### config.mk
export PLATFORM = sky130hd
export DESIGN_NAME = pipe_ctrl
export DESIGN_NICKNAME = d
export VERILOG_FILES = /design/src/rtl/pipe_pkg.sv /design/src/rtl/pipe_ctrl_hazard_det.sv /design/src/rtl/pipe_ctrl.sv
export SDC_FILE = /design/constraint.sdc
export NUM_CORES = 1
export LEC_CHECK = 0
export BUFFER_PORTS_ARGS = -buffer_cell sky130_fd_sc_hd__clkbuf_2
export CORE_ASPECT_RATIO = 0.9
export CORE_MARGIN = 2
export CORE_UTILIZATION = 48
export DETAILED_ROUTE_END_ITERATION = 6
export PLACE_DENSITY_LB_ADDON = 0.15
export SYNTH_ARGS = -nofsm -noshare
export SYNTH_HDL_FRONTEND = slang
export SYNTH_HIERARCHICAL = 1
export SYNTH_SLANG_ARGS = --single-unit
### constraint.sdc
create_clock -name clk -period 2.3 [get_ports clk]
set_clock_uncertainty 0.05 [all_clocks]
set_input_delay 0.46 -clock clk [delete_from_list [all_inputs] [get_ports clk]]
set_output_delay 0.46 -clock clk [all_outputs]
set_load 0.05 [all_outputs]
### src/rtl/pipe_pkg.sv
// Shared opcode constants, PC command encodings and sequencer state for pipe_ctrl.
package pipe_pkg;

   // Opcodes recognised by the hazard/control sequencer
   localparam logic [5:0] RTYPE = 6'd0;
   localparam logic [5:0] LOAD  = 6'd16;
   localparam logic [5:0] STORE = 6'd24;
   localparam logic [5:0] BR_EQ = 6'd32;
   localparam logic [5:0] BR_NE = 6'd33;
   localparam logic [5:0] BR_GT = 6'd34;
   localparam logic [5:0] BR_LE = 6'd35;
   localparam logic [5:0] J     = 6'd40;
   localparam logic [5:0] JAL   = 6'd41;
   localparam logic [5:0] JR    = 6'd42;
   localparam logic [5:0] HALT  = 6'd63;

   // PC command encodings driven on stop_d
   localparam logic [1:0] STOP_RUN  = 2'b00;
   localparam logic [1:0] STOP_JMP  = 2'b01;
   localparam logic [1:0] STOP_HOLD = 2'b10;
   localparam logic [1:0] STOP_BR   = 2'b11;

   // Sequencer states; ST_ prefix keeps them apart from the HALT opcode
   typedef enum logic [1:0] {
      ST_RUN     = 2'd0,
      ST_STALL   = 2'd1,
      ST_BR_WAIT = 2'd2,
      ST_HALT    = 2'd3
   } state_e;

   // Conditional branches and JR resolve over two cycles
   function automatic logic is_branch(input logic [5:0] op);
      return ((op >= BR_EQ) && (op <= BR_LE)) || (op == JR);
   endfunction

   // Absolute jumps resolve in a single cycle
   function automatic logic is_jump(input logic [5:0] op);
      return (op == J) || (op == JAL);
   endfunction

   // Instructions that read rt as a source operand
   function automatic logic uses_rt(input logic [5:0] op);
      return (op == RTYPE) || (op == STORE) || ((op >= BR_EQ) && (op <= BR_LE));
   endfunction

endpackage

### src/rtl/pipe_ctrl_hazard_det.sv
// Load-use hazard detector: a load in execute writes a register read by decode.
// Purely combinational so the forwarding unit can reuse it unchanged.
module hazard_det
   import pipe_pkg::*;
(
   input  logic [5:0] op_e,
   input  logic       wr_e,
   input  logic [4:0] rd_e,
   input  logic [5:0] op_d,
   input  logic [4:0] rs_d,
   input  logic [4:0] rt_d,
   output logic       hz
);

   logic load_wr_s;
   logic rs_match_s;
   logic rt_match_s;

   // r0 is hard-wired to zero, so a load targeting it never creates a dependency
   assign load_wr_s  = (op_e == LOAD) && wr_e && (rd_e != 5'd0);
   assign rs_match_s = (rd_e == rs_d);
   assign rt_match_s = uses_rt(op_d) && (rd_e == rt_d);
   assign hz         = load_wr_s && (rs_match_s || rt_match_s);

endmodule

### src/rtl/pipe_ctrl.sv
// Hazard and control-flow sequencer for the 5-stage pipeline: issues PC commands
// and IF/ID, ID/EX hold/flush/bubble controls; counts PC-hold cycles.
module pipe_ctrl
   import pipe_pkg::*;
#(
   parameter int LOAD_LAT = 1,
   parameter int CNT_W    = 16
) (
   input  logic             clk,
   input  logic             rstd,
   input  logic [5:0]       op_d,
   input  logic [4:0]       rs_d,
   input  logic [4:0]       rt_d,
   input  logic [5:0]       op_e,
   input  logic [4:0]       rd_e,
   input  logic             wr_e,
   output logic [1:0]       stop_d,
   output logic             stall_fd,
   output logic             flush_fd,
   output logic             bubble_de,
   output logic             halted,
   output logic [CNT_W-1:0] stall_cnt
);

   // Remaining stall cycles after the one spent in RUN detecting the hazard
   localparam logic [1:0] LAT_M1 = 2'(LOAD_LAT - 1);

   state_e           state_r;
   state_e           state_nxt_s;
   logic [1:0]       cnt_r;
   logic [1:0]       cnt_nxt_s;
   logic             halted_r;
   logic [CNT_W-1:0] stall_cnt_r;
   logic             hz_s;
   logic [1:0]       stop_s;
   logic             stall_fd_s;
   logic             flush_fd_s;
   logic             bubble_de_s;

   hazard_det u_hazard_det (
      .op_e (op_e),
      .wr_e (wr_e),
      .rd_e (rd_e),
      .op_d (op_d),
      .rs_d (rs_d),
      .rt_d (rt_d),
      .hz   (hz_s)
   );

   // Next-state and same-cycle control outputs; in RUN the hazard outranks control flow
   always_comb begin
      state_nxt_s = state_r;
      cnt_nxt_s   = cnt_r;
      stop_s      = STOP_RUN;
      stall_fd_s  = 1'b0;
      flush_fd_s  = 1'b0;
      bubble_de_s = 1'b0;
      case (state_r)
         ST_RUN: begin
            if (hz_s) begin
               stop_s      = STOP_HOLD;
               stall_fd_s  = 1'b1;
               bubble_de_s = 1'b1;
               if (LOAD_LAT > 1) begin
                  state_nxt_s = ST_STALL;
                  cnt_nxt_s   = LAT_M1;
               end else begin
                  state_nxt_s = ST_RUN;
               end
            end else if (is_jump(op_d)) begin
               stop_s     = STOP_JMP;
               flush_fd_s = 1'b1;
            end else if (is_branch(op_d)) begin
               stop_s      = STOP_BR;
               flush_fd_s  = 1'b1;
               state_nxt_s = ST_BR_WAIT;
            end else if (op_d == HALT) begin
               stall_fd_s  = 1'b1;
               bubble_de_s = 1'b1;
               state_nxt_s = ST_HALT;
            end else begin
               state_nxt_s = ST_RUN;
            end
         end
         ST_STALL: begin
            // Decode is frozen here, so op_d is deliberately not looked at
            stop_s      = STOP_HOLD;
            stall_fd_s  = 1'b1;
            bubble_de_s = 1'b1;
            if (cnt_r <= 2'd1) begin
               state_nxt_s = ST_RUN;
               cnt_nxt_s   = 2'd0;
            end else begin
               cnt_nxt_s   = cnt_r - 2'd1;
            end
         end
         ST_BR_WAIT: begin
            // Decode holds the wrong-path slot; squash it and resume
            flush_fd_s  = 1'b1;
            state_nxt_s = ST_RUN;
         end
         ST_HALT: begin
            stall_fd_s  = 1'b1;
            bubble_de_s = 1'b1;
            state_nxt_s = ST_HALT;
         end
         default: begin
            state_nxt_s = ST_RUN;
            cnt_nxt_s   = 2'd0;
         end
      endcase
   end

   // Outputs are forced quiet while reset is held, independent of the clock
   assign stop_d    = rstd ? stop_s      : STOP_RUN;
   assign stall_fd  = rstd ? stall_fd_s  : 1'b0;
   assign flush_fd  = rstd ? flush_fd_s  : 1'b0;
   assign bubble_de = rstd ? bubble_de_s : 1'b0;
   assign halted    = halted_r;
   assign stall_cnt = stall_cnt_r;

   // Sequencer state, stall countdown and halted flag
   always_ff @(posedge clk or negedge rstd) begin
      if (!rstd) begin
         state_r  <= ST_RUN;
         cnt_r    <= 2'd0;
         halted_r <= 1'b0;
      end else begin
         state_r  <= state_nxt_s;
         cnt_r    <= cnt_nxt_s;
         halted_r <= (state_nxt_s == ST_HALT);
      end
   end

   // Saturating count of PC-hold cycles for performance debug
   always_ff @(posedge clk or negedge rstd) begin
      if (!rstd) begin
         stall_cnt_r <= {CNT_W{1'b0}};
      end else if ((stop_s == STOP_HOLD) && (stall_cnt_r != {CNT_W{1'b1}})) begin
         stall_cnt_r <= stall_cnt_r + CNT_W'(1);
      end else begin
         stall_cnt_r <= stall_cnt_r;
      end
   end

endmodule

== After elaboration in Yosys (flattened, before gate mapping) ==
Cells that the tools add are included.

* Input port bits: 30
* Logic and storage cells: 61
* Flip-flop bits (word level): 21
* Output and inout bits: 22

* Add/subtract/negate cells: 2
* Reductions and logical operators: 15
* Muxes and demuxes: 23
* Order comparisons: 3
* Eq/ne operators: 14

{| class="wikitable"
|+ Operators by type and width
! operator !! number
|-
| 6-bit equality test (second input constant) || 4
|-
| 2-bit 2-to-1 mux || 10
|-
| 16-bit by 1-bit adder with 16-bit output (second input constant) || 1
|-
| 16-bit != test (second input constant) || 1
|-
| 6-bit by 5-bit equality test with 1-bit output (second input constant) || 2
|-
| 5-bit equality test || 2
|-
| 1-bit 2-to-1 mux || 9
|-
| 2-bit equality test (second input constant) || 4
|-
| 2-bit one-hot mux with 4 select lines || 1
|-
| 6-bit >= comparator (second input constant) || 1
|-
| 6-bit less-or-equal comparator (second input constant) || 1
|-
| 1-bit logical AND || 6
|-
| 6-bit zero test || 1
|-
| 1-bit logical OR || 5
|-
| 5-bit nonzero test || 1
|-
| 1-bit one-hot mux with 2 select lines || 2
|-
| 2-bit one-hot mux with 2 select lines || 1
|-
| 2-bit by 1-bit equality test with 1-bit output (second input constant) || 1
|-
| 2-bit by 1-bit less-or-equal comparator with 1-bit output (second input constant) || 1
|-
| 2-bit zero test || 1
|-
| 2-bit OR reduction || 1
|-
| 2-bit by 1-bit subtractor with 2-bit output (second input constant) || 1
|}

== Depth between registers and ports, before layout ==
Gate-level depths: netlist of run 1.

* Word-level depth: 10
* Depth in mapped cells: 8
* Gate-level depth less buffers: 8

== By module ==
The synthesis of run 1 kept the hierarchy.

{| class="wikitable"
|+ Modules (own cells, without submodules)
! module !! sequential area each (um^2) !! area each (um^2) !! cells an instance !! times used
|-
| pipe_ctrl || 525.5 || 1128.6 || 107 || 1
|-
| hazard_det || 0.0 || 178.9 || 23 || 1
|}

== Worst setup path before layout of run 1 ==
OpenSTA, ideal clock, no wires.

* Path kind: in2out
* Start: input port rd_e[1]
* End: output port flush_fd
* Arrival: 2.597 ns
* Slack: -0.807 ns
* Path buffers: 0
* Data required time: 1.790 ns
* Cell stages on the path: 8
* Cells stage by stage: xor2_1 nor4_2 nand4_1 a221oi_2 or3_1 a311oi_1 nor2_1 nor3b_1

* Word-level cells in the longest chain between the ends: 7
* Elaborated cells on any way between the ends: 10
* Those cells by class: 2 x eq/ne; 3 x mux; 5 x reduce/logical

{| class="wikitable"
|+ RTL lines
! item !! line !! source
|-
| start: declaration || pipe_ctrl.sv:15 || <nowiki>input logic [4:0] rd_e,</nowiki>
|-
| 5-bit equality test || pipe_ctrl_hazard_det.sv:22 || <nowiki>assign rt_match_s = uses_rt(op_d) && (rd_e == rt_d);</nowiki>
|-
| 1-bit logical AND || pipe_ctrl_hazard_det.sv:22 ||
|-
| 1-bit logical OR || pipe_ctrl_hazard_det.sv:23 || <nowiki>assign hz = load_wr_s && (rs_match_s || rt_match_s);</nowiki>
|-
| 1-bit logical AND * || pipe_ctrl_hazard_det.sv:23 ||
|-
| net hz_s || pipe_ctrl.sv:34 || <nowiki>logic hz_s;</nowiki>
|-
| 1-bit 2-to-1 mux * || pipe_ctrl.sv:60 || <nowiki>if (hz_s) begin</nowiki>
|-
| 1-bit one-hot mux with 2 select lines * || pipe_ctrl.sv:58 || <nowiki>case (state_r)</nowiki>
|-
| 1-bit 2-to-1 mux * || pipe_ctrl.sv:117 || <nowiki>assign flush_fd = rstd ? flush_fd_s : 1'b0;</nowiki>
|-
| end: declaration || pipe_ctrl.sv:19 || <nowiki>output logic flush_fd,</nowiki>
|}

The timed path passes the listed nets; every way through them passes the cells marked *.

== Final worst setup path of run 1 ==
* Start: input port rd_e[4]
* End: output port flush_fd

Same word-level chain as after synthesis.

==> reports/qor.yml, run 1 <==
ys_ff_latch: 21
nNetsFinal: 231
clk_pin_slew_ns: 0.12
fin_hold_ws_ns: 0.456
seq_power_share: 0.557
num_rows: 17
power_leakage_nw: 0.966
io_pins: 52
setup_slack_ns: -0.288
drt_first_pass_iters: 4
setup_tns_ns: -1.16
reg2regPathDepth: 6
power.share.clock: 0.272
ir_drop_mv: 0.310
place.gp.congestion: 0.750
yosys_warnings: 6
die_area_mm2: 0.00316
crit_type: "in2out"
portBuffers: 51
vias: 1299
startpoint_type: "primary input"
setup_viol: 5
hold_depth: 1
htree_levels: 1
cts_buffer_depth: 2
grt_usage: 0.231
fill_cells: 145
endpoint_kind: "primary output"
finalHoldViolCount: 0
hp-class: "reg2reg"
syn_area_mm2: 0.00131
crit_slowest_cell: "or3_4"
fin_crit_ns: 2.59
multiInputGateArea_um2: 968
die_y_um: 53.5
p_comb_frac: 0.171
cts_buffers: 3
syn_avg_cell_area_um2: 10.1
insertion_delay_ns: 0.31
grt_first_pass_wirelength_mm: 5.48
worst_pin_slew_ns: 0.491
ys_seq_area_frac: 0.402
powerDensity_mw_per_mm2: 322
cp.arrival_ns: 2.08
p_int_mw: 0.492
finalCritPeriodShare: 1.13
syn_to_final_growth_pct: 57.3
drv_cap: 0
ys_types: 41
clockRootBuffer: "clkbuf_4"
syn_inst: 130
grt_pass1_vias: 1180
core_area_mm2: 0.00251
first_iter_violations: 59
initial_utilization: 0.521
crit_required_ns: 1.79
cts.sinks: 21
drv_slew: 0
avgRoutedWirePerCell_um: 17.0
synth_fp_nets: 161
drc: 0
placedCellCount: 218
via_per_inst: 5.72
violations: "negative setup slack"
crit_path_max_incr_delay_ns: 0.35
grt-ovfl-total: 0
instances_no_fill: 227
worst-path-max-fanout: 3
grt_max_degree: 21
cts_tree: "built"
rsz0062_at_grt: "yes"
dp_hpwl_mm: 2.41
antenna_found_initial: 0
die_x_um: 59.0
diodes: 0
yosysTopAreaCell: "dfrtp_1"
max_freq_mhz: 386
utilization: 0.820
p_switching_mw: 0.171
regArea_um2: 526
drt-total-wl_mm: 3.86
worstPathCellList: "clkbuf_2 > xor2_1 > nor3_1 > nand3_1 > a221oi_4 > or3_4 > a311oi_4 > nor2_2 > nor3b_4 > buf_8"
postRouteAntennaNets: 0
synth_top_area_frac: 0.402
slew_headroom: 0.670
sw_frac_of_total: 0.258
outcome: "finished, violations left"
synthTopCellsByArea: "dfrtp_1, xor2_1, xnor2_1"
layout-drive-gt1-share: 0.528
==> layer usage <==
metal,track usage,wire (µm),vias to the layer above
met5,0,0,-
met4,0.0644,51,0
met3,0.0538,184,7
met2,0.380,1960,47
met1,0.306,1660,628
li1,-,-,617
==> repair_timing <==
action | CTS | global route
endpoints found under the hold margin | 1 | 0
endpoints found under the setup margin | 8 | 19
hold buffers | 1 | 0
setup buffers | 4 | 0
pin swaps | 2 | 7
gates resized for setup | 24 | 30
==> worst paths after layout <==
kind                          startpoint       endpoint  slack, ns
max                              rd_e[4]       flush_fd      -0.29
min                        stall_cnt[10]  stall_cnt[10]       0.46
max reg2reg                 stall_cnt[0]   stall_cnt[9]       0.15
min reg2reg                stall_cnt[10]  stall_cnt[10]       0.46
max in group asynchronous           rstd   stall_cnt[3]       1.25
min in group asynchronous           rstd         halted       0.47
==> cells in the final DEF (no fill, tap or decap), types with 2 or more instances in the layout <==
master | netlist | layout
clkbuf_2 | 1 | 42
a21oi_1 | 2 | 2
nor3b_2 | 0 | 2
o21a_1 | 3 | 2
nand2b_1 | 2 | 2
xor2_2 | 0 | 3
buf_6 | 1 | 2
nand3_1 | 7 | 7
dfrtp_1 | 21 | 21
xnor2_1 | 6 | 5
nor3_2 | 0 | 4
nor3b_4 | 0 | 2
nor2b_1 | 2 | 2
nor3_1 | 8 | 4
xor2_1 | 17 | 14
buf_8 | 0 | 6
nand4_1 | 6 | 6
o21ai_0 | 3 | 3
nor4_2 | 1 | 2
clkbuf_4 | 0 | 3
nor2_2 | 0 | 2
nand2_1 | 8 | 8
buf_4 | 1 | 16
nand4b_1 | 2 | 2
nor2_1 | 5 | 3
nor4_4 | 1 | 5
==> state kept, by name, indices dropped and copies added (netlist names) <==
register   cells
cnt_r          2
stall_cnt     16
state_r        2
halted         1
==> cells by family after synthesis <==
logic type               after synthesis  share of synthesized area
multiplexers                           1                    0.00861
buffers and inverters                  6                     0.0287
AND/OR/NAND/NOR                       62                      0.307
XOR/XNOR                              23                      0.154
flip-flops                            21                      0.402
AO/OA/AOI/OAI                         16                     0.0900
adder cells (fa/ha/maj)                1                    0.00957
==> critical path, delay by kind of cell <==
kind / cells / cell delay (ns)
buffers and inverters: 2 / 0.28
AND/OR/NAND/NOR: 5 / 0.83
XOR/XNOR: 1 / 0.17
AO/OA/AOI/OAI: 2 / 0.34
==> cell usage after synthesis, drive strengths merged <==
| cell | n |
|---|---|
| nand3b | 1 |
| nor2b | 2 |
| o21a | 3 |
| nor4 | 8 |
| or3b | 2 |
| nor4b | 1 |
| xor2 | 17 |
| o21ai | 3 |
| nand2b | 2 |
| nor2 | 5 |
| a31oi | 1 |
| buf | 4 |
| nand4 | 7 |
| a311oi | 1 |
| a21oi | 2 |
| or3 | 1 |
| nand3 | 7 |
| dfrtp | 21 |
| a21boi | 1 |
| clkbuf | 1 |
| nand4b | 2 |
| xnor2 | 6 |
| o21ba | 1 |
| ha | 1 |
| and4 | 1 |
| a22oi | 1 |
| o21bai | 1 |
| mux2 | 1 |
| nand2 | 8 |
| o211ai | 1 |
| nor3 | 8 |
| and2 | 2 |
| a221oi | 1 |
| inv | 1 |
| nor3b | 5 |
==> power by group through the flow <==
stage	sequential [mW]	clock (mW)	combinational, mW
finish	0.369	0.180	0.113
global route	0.369	0.196	0.121
CTS	0.369	0.185	0.101
detailed placement	0.376	0	0.0888
global placement	0.376	0	0.0867
floorplan	0.377	0	0.0364
==> metrics by stage <==
step / worst slack [ns] / area (µm²) / power (mW)
after global placement: -0.380 / 1710 / 0.463
after CTS: -0.281 / 1920 / 0.655
after floorplan: -0.181 / 1350 / 0.413
after detailed placement: -0.429 / 1710 / 0.465
final: -0.288 / 2060 / 0.663
after global routing: -0.346 / 2060 / 0.687
==> final cells by class <==
cell class                 count  area share
multi-input combinational    103       0.471
sequential                    21       0.255
timing repair buffer          70       0.241
tap                           28      0.0170
clock buffer                   3      0.0109
clock inverter                 1     0.00243
inverter                       1     0.00182
No activity file was read; power rests on OpenSTA's default activity.
==> run 2: changes to the inputs <==
GPL_ROUTABILITY_DRIVEN = 0   (was unset)
SKIP_CTS_REPAIR_TIMING = 1   (was unset)
TNS_END_PERCENT = 30   (was unset)
==> run 2 against run 1 <==
  * The flow still finishes with violations (negative setup slack)
  * Flip-flop and latch count unchanged
  * Clock power down 3%
  * Global-route usage down 3.2 points
  * Final area down 9.7%
  * Highest routed layer unchanged
  * Sequential share of layout area up 2.7 points
  * Hold slack worse by 0.30 ns
  * Critical path type unchanged
  * Combinational power down 12%
  * Die area unchanged
  * Fmax up 0.37%
==> reports/qor.yml, run 2 (synthesis gave the netlist of run 1 again) <==
outcome: "finished, violations left"
violations: "negative setup slack"
wl_met3_um: 165  # -10%
avgRoutedWirePerCell_um: 13.6  # -20%
setup_viol: 6  # +1
worst_pin_slew_ns: 0.476  # -0.0150 ns
max_freq_mhz: 388  # +0.37%
endpoint_kind: "primary output"
grt_pass1_vias: 1100  # -6.8%
hp-class: "in2async"
crit_type: "in2out"
grt_max_degree: 22  # +4.8%
crit_start: "rd_e[0]"
r2r-start: "stall_cnt[0]"
dp_slack_ns: -0.439  # -0.00967 ns
num_rows: 17  # unchanged
cts.sinks: 21  # unchanged
io_pins: 52  # unchanged
slew_headroom: 0.681  # +0.0101
most-common-layout-cells: "clkbuf_2, dfrtp_1, buf_4"
instances_no_fill: 223  # -1.8%
crit_top_cell: "buf_4"
postRouteAntennaNets: 0  # unchanged
grt_usage: 0.199  # -0.0317
sw_frac_of_total: 0.245  # -0.0128
cts_buffers: 3  # unchanged
p_switching_mw: 0.158  # -7.8%
grt_first_pass_wirelength_mm: 4.77  # -13%
clk_pin_slew_ns: 0.12  # about the same
nNetsFinal: 227  # -1.7%
cts_tree: "built"
mostFrequentLayoutCell: "clkbuf_2"
die_area_mm2: 0.00316  # unchanged
rsz0062_at_grt: "yes"
power_leakage_nw: 0.914  # -5.4%
fill_cells: 196  # +35%
r2r_end: "stall_cnt[4]"
htree_levels: 1  # unchanged
seq_power_share: 0.574  # +0.017
drv_cap: 0  # unchanged
finalHoldViolCount: 0  # unchanged
diodes: 0  # unchanged
setup_slack_ns: -0.279  # +0.00965 ns
finalCritPeriodShare: 1.12  # -0.00420
wl_met2_mm: 1.46  # -26%
dp_hpwl_mm: 2.38  # -1.4%
fin_crit_ns: 2.58  # -0.00965 ns
drc: 0  # unchanged
initial_utilization: 0.521  # unchanged
reg2regPathDepth: 6  # unchanged
cp.arrival_ns: 2.07  # about the same
drv_slew: 0  # unchanged
crit_slowest_cell: "a221oi_2"
layout-drive-gt1-share: 0.467  # -0.0610
grt-ovfl-total: 0  # unchanged
wl_met1_mm: 1.40  # -16%
largest_register_ff_count: 16  # unchanged
die_y_um: 53.5  # unchanged
crit_required_ns: 1.79  # about the same
die_x_um: 59.0  # unchanged
ir_drop_mv: 0.322  # +4.0%
first_iter_violations: 28  # -53%
antenna_found_initial: 0  # unchanged
powerDensity_mw_per_mm2: 346  # +7.4%
portBuffers: 51  # unchanged
cts_buffer_depth: 2  # unchanged
drt-total-wl_mm: 3.03  # -21%
worst-path-max-fanout: 4  # +1
syn_to_final_growth_pct: 42.1
drt_first_pass_iters: 4  # unchanged
via_per_inst: 5.48  # -4.2%
power.share.clock: 0.271  # about the same
vias: 1223  # -5.9%
p_comb_frac: 0.155  # -0.016
insertion_delay_ns: 0.30  # about the same
crit_path_max_incr_delay_ns: 0.30  # -0.05 ns
placedCellCount: 219  # +0.46%
core_area_mm2: 0.00251  # unchanged
top_layer: "met4"
reg2reg_setup_slack_ns: 0.31  # +0.16 ns
p_int_mw: 0.486  # -1.3%
startpoint_type: "primary input"
clockRootBuffer: "clkbuf_4"
worstPathCellList: "buf_4 > xor2_2 > nor4_2 > nand4_1 > a221oi_2 > buf_4 > nor3_1 > nor3b_4 > buf_6"
[run 2: changes by cell type in the layout (fill, tap and decap cells not counted), sizes merged]
cell	delta
buf	-3
dlygate4sd3	-1
[run 2: worst max-delay path by stage]
stage                          to  slack, ns  cells past startpoint
floorplan                flush_fd      -0.18                      8
global placement         flush_fd      -0.31                     10
detailed placement  stall_cnt[15]      -0.44                     10
CTS                     bubble_de      -0.39                      9
global route             flush_fd      -0.36                     10
finish                  stop_d[1]      -0.28                      9
[run 2: power groups by stage]
| stage | Combinational (mW) | Clock, mW | Sequential (mW) |
|---|---|---|---|
| 4_1_cts | 0.0907 | 0.182 | 0.369 |
| 2_1_floorplan | 0.0348 | 0 | 0.377 |
| 3_5_place_dp | 0.0904 | 0 | 0.376 |
| 3_3_place_gp | 0.0866 | 0 | 0.376 |
| 6_report | 0.0997 | 0.174 | 0.369 |
| 5_1_grt | 0.109 | 0.197 | 0.369 |
[run 2: final cells by class]
class / instances / area, µm² / area share
multi-input combinational: 103 / 847 / 0.456
inverter: 1 / 3.75 / 0.00202
sequential: 21 / 526 / 0.283
clock inverter: 1 / 5.00 / 0.00269
timing repair buffer: 66 / 419 / 0.226
clock buffer: 3 / 22.5 / 0.0121
tap: 28 / 35.0 / 0.0189
[run 2: metrics by stage]
stage / power, mW / utilization / hold WS, ns / setup TNS [ns] / instance area (µm²)
5_1_grt: 0.675 / 0.740 / 0.152 / -1.58 / 1860
4_1_cts: 0.642 / 0.691 / 0.139 / -1.96 / 1730
3_3_place_gp: 0.463 / 0.680 / 0.438 / -3.78 / 1710
3_5_place_dp: 0.467 / 0.680 / 0.445 / -6.25 / 1710
6_report: 0.643 / 0.740 / 0.152 / -1.33 / 1860
2_1_floorplan: 0.412 / - / 0.114 / -0.541 / 1340
[run 2: layer usage]
layer | up-vias | GRT usage
met5 | - | 0
met4 | 0 | 0.0227
met3 | 2 | 0.0489
met2 | 38 | 0.344
met1 | 572 | 0.262
li1 | 611 | -
[run 2: critical path: cells and delay by family]
kind / cells / cell delay [ns]
compound gates: 1 / 0.30
simple gates: 4 / 0.62
buf+inv: 3 / 0.50
xor+xnor: 1 / 0.18
==> run 3: changes to the inputs <==
CORE_ASPECT_RATIO = 1.1   (was 0.9)
==> run 3 against run 2 <==
  * The run still ends with negative setup slack left
  * First-iteration DRC count rose by 7.1%
  * Critical path depth is 1 higher
  * Final area is 6.1% higher
  * Routed wire length rose by 14%
  * Core utilization rose by 3.4 points
  * Via count grew 4.1%
  * Clock-buffer cell count stayed put
  * Non-clock buffer count up 6
  * Setup slack lost 0.048 ns
  * Die area about the same
  * Fmax fell by 1.8%
  * Largest cell class unchanged
  * Highest routed layer unchanged
==> reports/qor.yml, run 3 (synthesis gave the netlist of run 1 again) <==
layout-drive-gt1-share: 0.493  # +0.0259
crit_required_ns: 1.79  # about the same
setup_slack_ns: -0.327  # -0.0482 ns
grt_max_degree: 21  # -4.5%
core_area_mm2: 0.00254  # +1.3%
endpoint_kind: "primary output"
drt-total-wl_mm: 3.46  # +14%
grt_first_pass_wirelength_mm: 5.02  # +5.4%
startpoint_type: "primary input"
largest_register_ff_count: 16  # unchanged
worst-path-max-fanout: 5  # +1
first_iter_violations: 30  # +7.1%
powerDensity_mw_per_mm2: 331  # -4.4%
outcome: "finished, violations left"
drv_cap: 0  # unchanged
hp-class: "in2async"
mostFrequentLayoutCell: "clkbuf_2"
postRouteAntennaNets: 0  # unchanged
r2r-start: "stall_cnt[0]"
htree_levels: 1  # unchanged
fill_cells: 173  # -12%
num_rows: 19  # +2
fin_hold_ws_ns: 0.445  # +0.294 ns
portBuffers: 51  # unchanged
reg2regPathDepth: 6  # unchanged
die_x_um: 53.8  # -8.9%
crit_slowest_cell: "or3_1"
violations: "negative setup slack"
io_pins: 52  # unchanged
drt_first_pass_iters: 4  # unchanged
placedCellCount: 222  # +1.4%
cts_buffer_depth: 2  # unchanged
grt_pass1_vias: 1193  # +8.5%
dp_slack_ns: -0.470  # -0.0312 ns
timing.critical_path.buf_inv: 2  # -1
setup_viol: 6  # unchanged
dp_hpwl_mm: 2.42  # +1.9%
grt_usage: 0.215  # +0.0153
via_per_inst: 5.49  # about the same
nNetsFinal: 233  # +2.6%
fin_crit_ns: 2.63  # +0.0482 ns
setup_tns_ns: -1.35  # -0.0199 ns
diodes: 0  # unchanged
cp.arrival_ns: 2.12  # +0.05 ns
cts.sinks: 21  # unchanged
slew_headroom: 0.758  # +0.0778
cts_buffers: 3  # unchanged
rsz0062_at_grt: "yes"
vias: 1273  # +4.1%
crit_type: "in2out"
drv_slew: 0  # unchanged
cpLargestDelayFamily: "simple AND/OR/NAND/NOR gates"
clockRootBuffer: "clkbuf_4"
grt-ovfl-total: 0  # unchanged
finalHoldViolCount: 0  # unchanged
antenna_found_initial: 0  # unchanged
most-common-layout-cells: "clkbuf_2, dfrtp_1, buf_4"
worst_pin_slew_ns: 0.360  # -0.116 ns
syn_to_final_growth_pct: 50.7
drc: 0  # unchanged
ir_drop_mv: 0.493  # +53%
die_y_um: 58.7  # +9.8%
crit_path_max_incr_delay_ns: 0.34  # +0.04 ns
cts_tree: "built"
finalCritPeriodShare: 1.14  # +0.0210
worstPathCellList: "clkbuf_2 > xor2_1 > nor4_2 > nand4_1 > a221oi_4 > or3_1 > a311oi_2 > nor2_2 > nor3b_4 > buf_6"
utilization: 0.775  # +0.0344
r2r_end: "stall_cnt[7]"
insertion_delay_ns: 0.32  # +0.02 ns
avgRoutedWirePerCell_um: 14.9  # +9.5%
die_area_mm2: 0.00316  # about the same
clk_pin_slew_ns: 0.11  # about the same
instances_no_fill: 232  # +4.0%
max_freq_mhz: 381  # -1.8%
power_leakage_nw: 0.923  # +0.97%
initial_utilization: 0.514  # -0.00692
reg2reg_setup_slack_ns: 0.34  # +0.03 ns
[run 3: metrics by stage]
stage,area (µm²),power [mW]
finish,1970,0.652
global route,1970,0.674
CTS,1740,0.646
detailed placement,1710,0.466
global placement,1710,0.464
floorplan,1340,0.412
[run 3: layer usage]
metal / share of wire / track usage
met1: 0.40 / 0.256
met2: 0.53 / 0.376
met3: 0.053 / 0.0178
met4: 0.018 / 0.110
met5: 0 / 0
[run 3: worst max path at each step]
stage / startpoint / to / depth (start not counted)
detailed placement: rd_e[1] / flush_fd / 10
floorplan: rd_e[1] / flush_fd / 8
CTS: rd_e[1] / flush_fd / 10
global route: rd_e[0] / flush_fd / 10
finish: rd_e[0] / flush_fd / 10
global placement: rd_e[1] / flush_fd / 10
[run 3: area by class of cell]
| type | instances | area [µm²] | area share |
|---|---|---|---|
| well taps | 31 | 38.8 | 0.0197 |
| repair buffers | 72 | 460 | 0.234 |
| clock buffers | 3 | 22.5 | 0.0114 |
| flip-flops and latches | 21 | 526 | 0.267 |
| multi-input cells | 103 | 915 | 0.464 |
| inverters | 1 | 3.75 | 0.00190 |
| clock inverters | 1 | 5.00 | 0.00254 |
[run 3: power breakdown]
group	switching, mW	leakage, nW	internal [mW]
clock	0.118	0.0177	0.0651
sequential	0.000131	0.278	0.369
combinational	0.0491	0.627	0.0501
total	0.168	0.923	0.484
[run 3: worst register-to-register path: stages (launching register included)]
cell     delay, ns
dfrtp_1       0.44
ha_1          0.21
nand4_1       0.20
nor4_4        0.38
buf_4         0.31
nor4_4        0.08
xor2_1        0.17
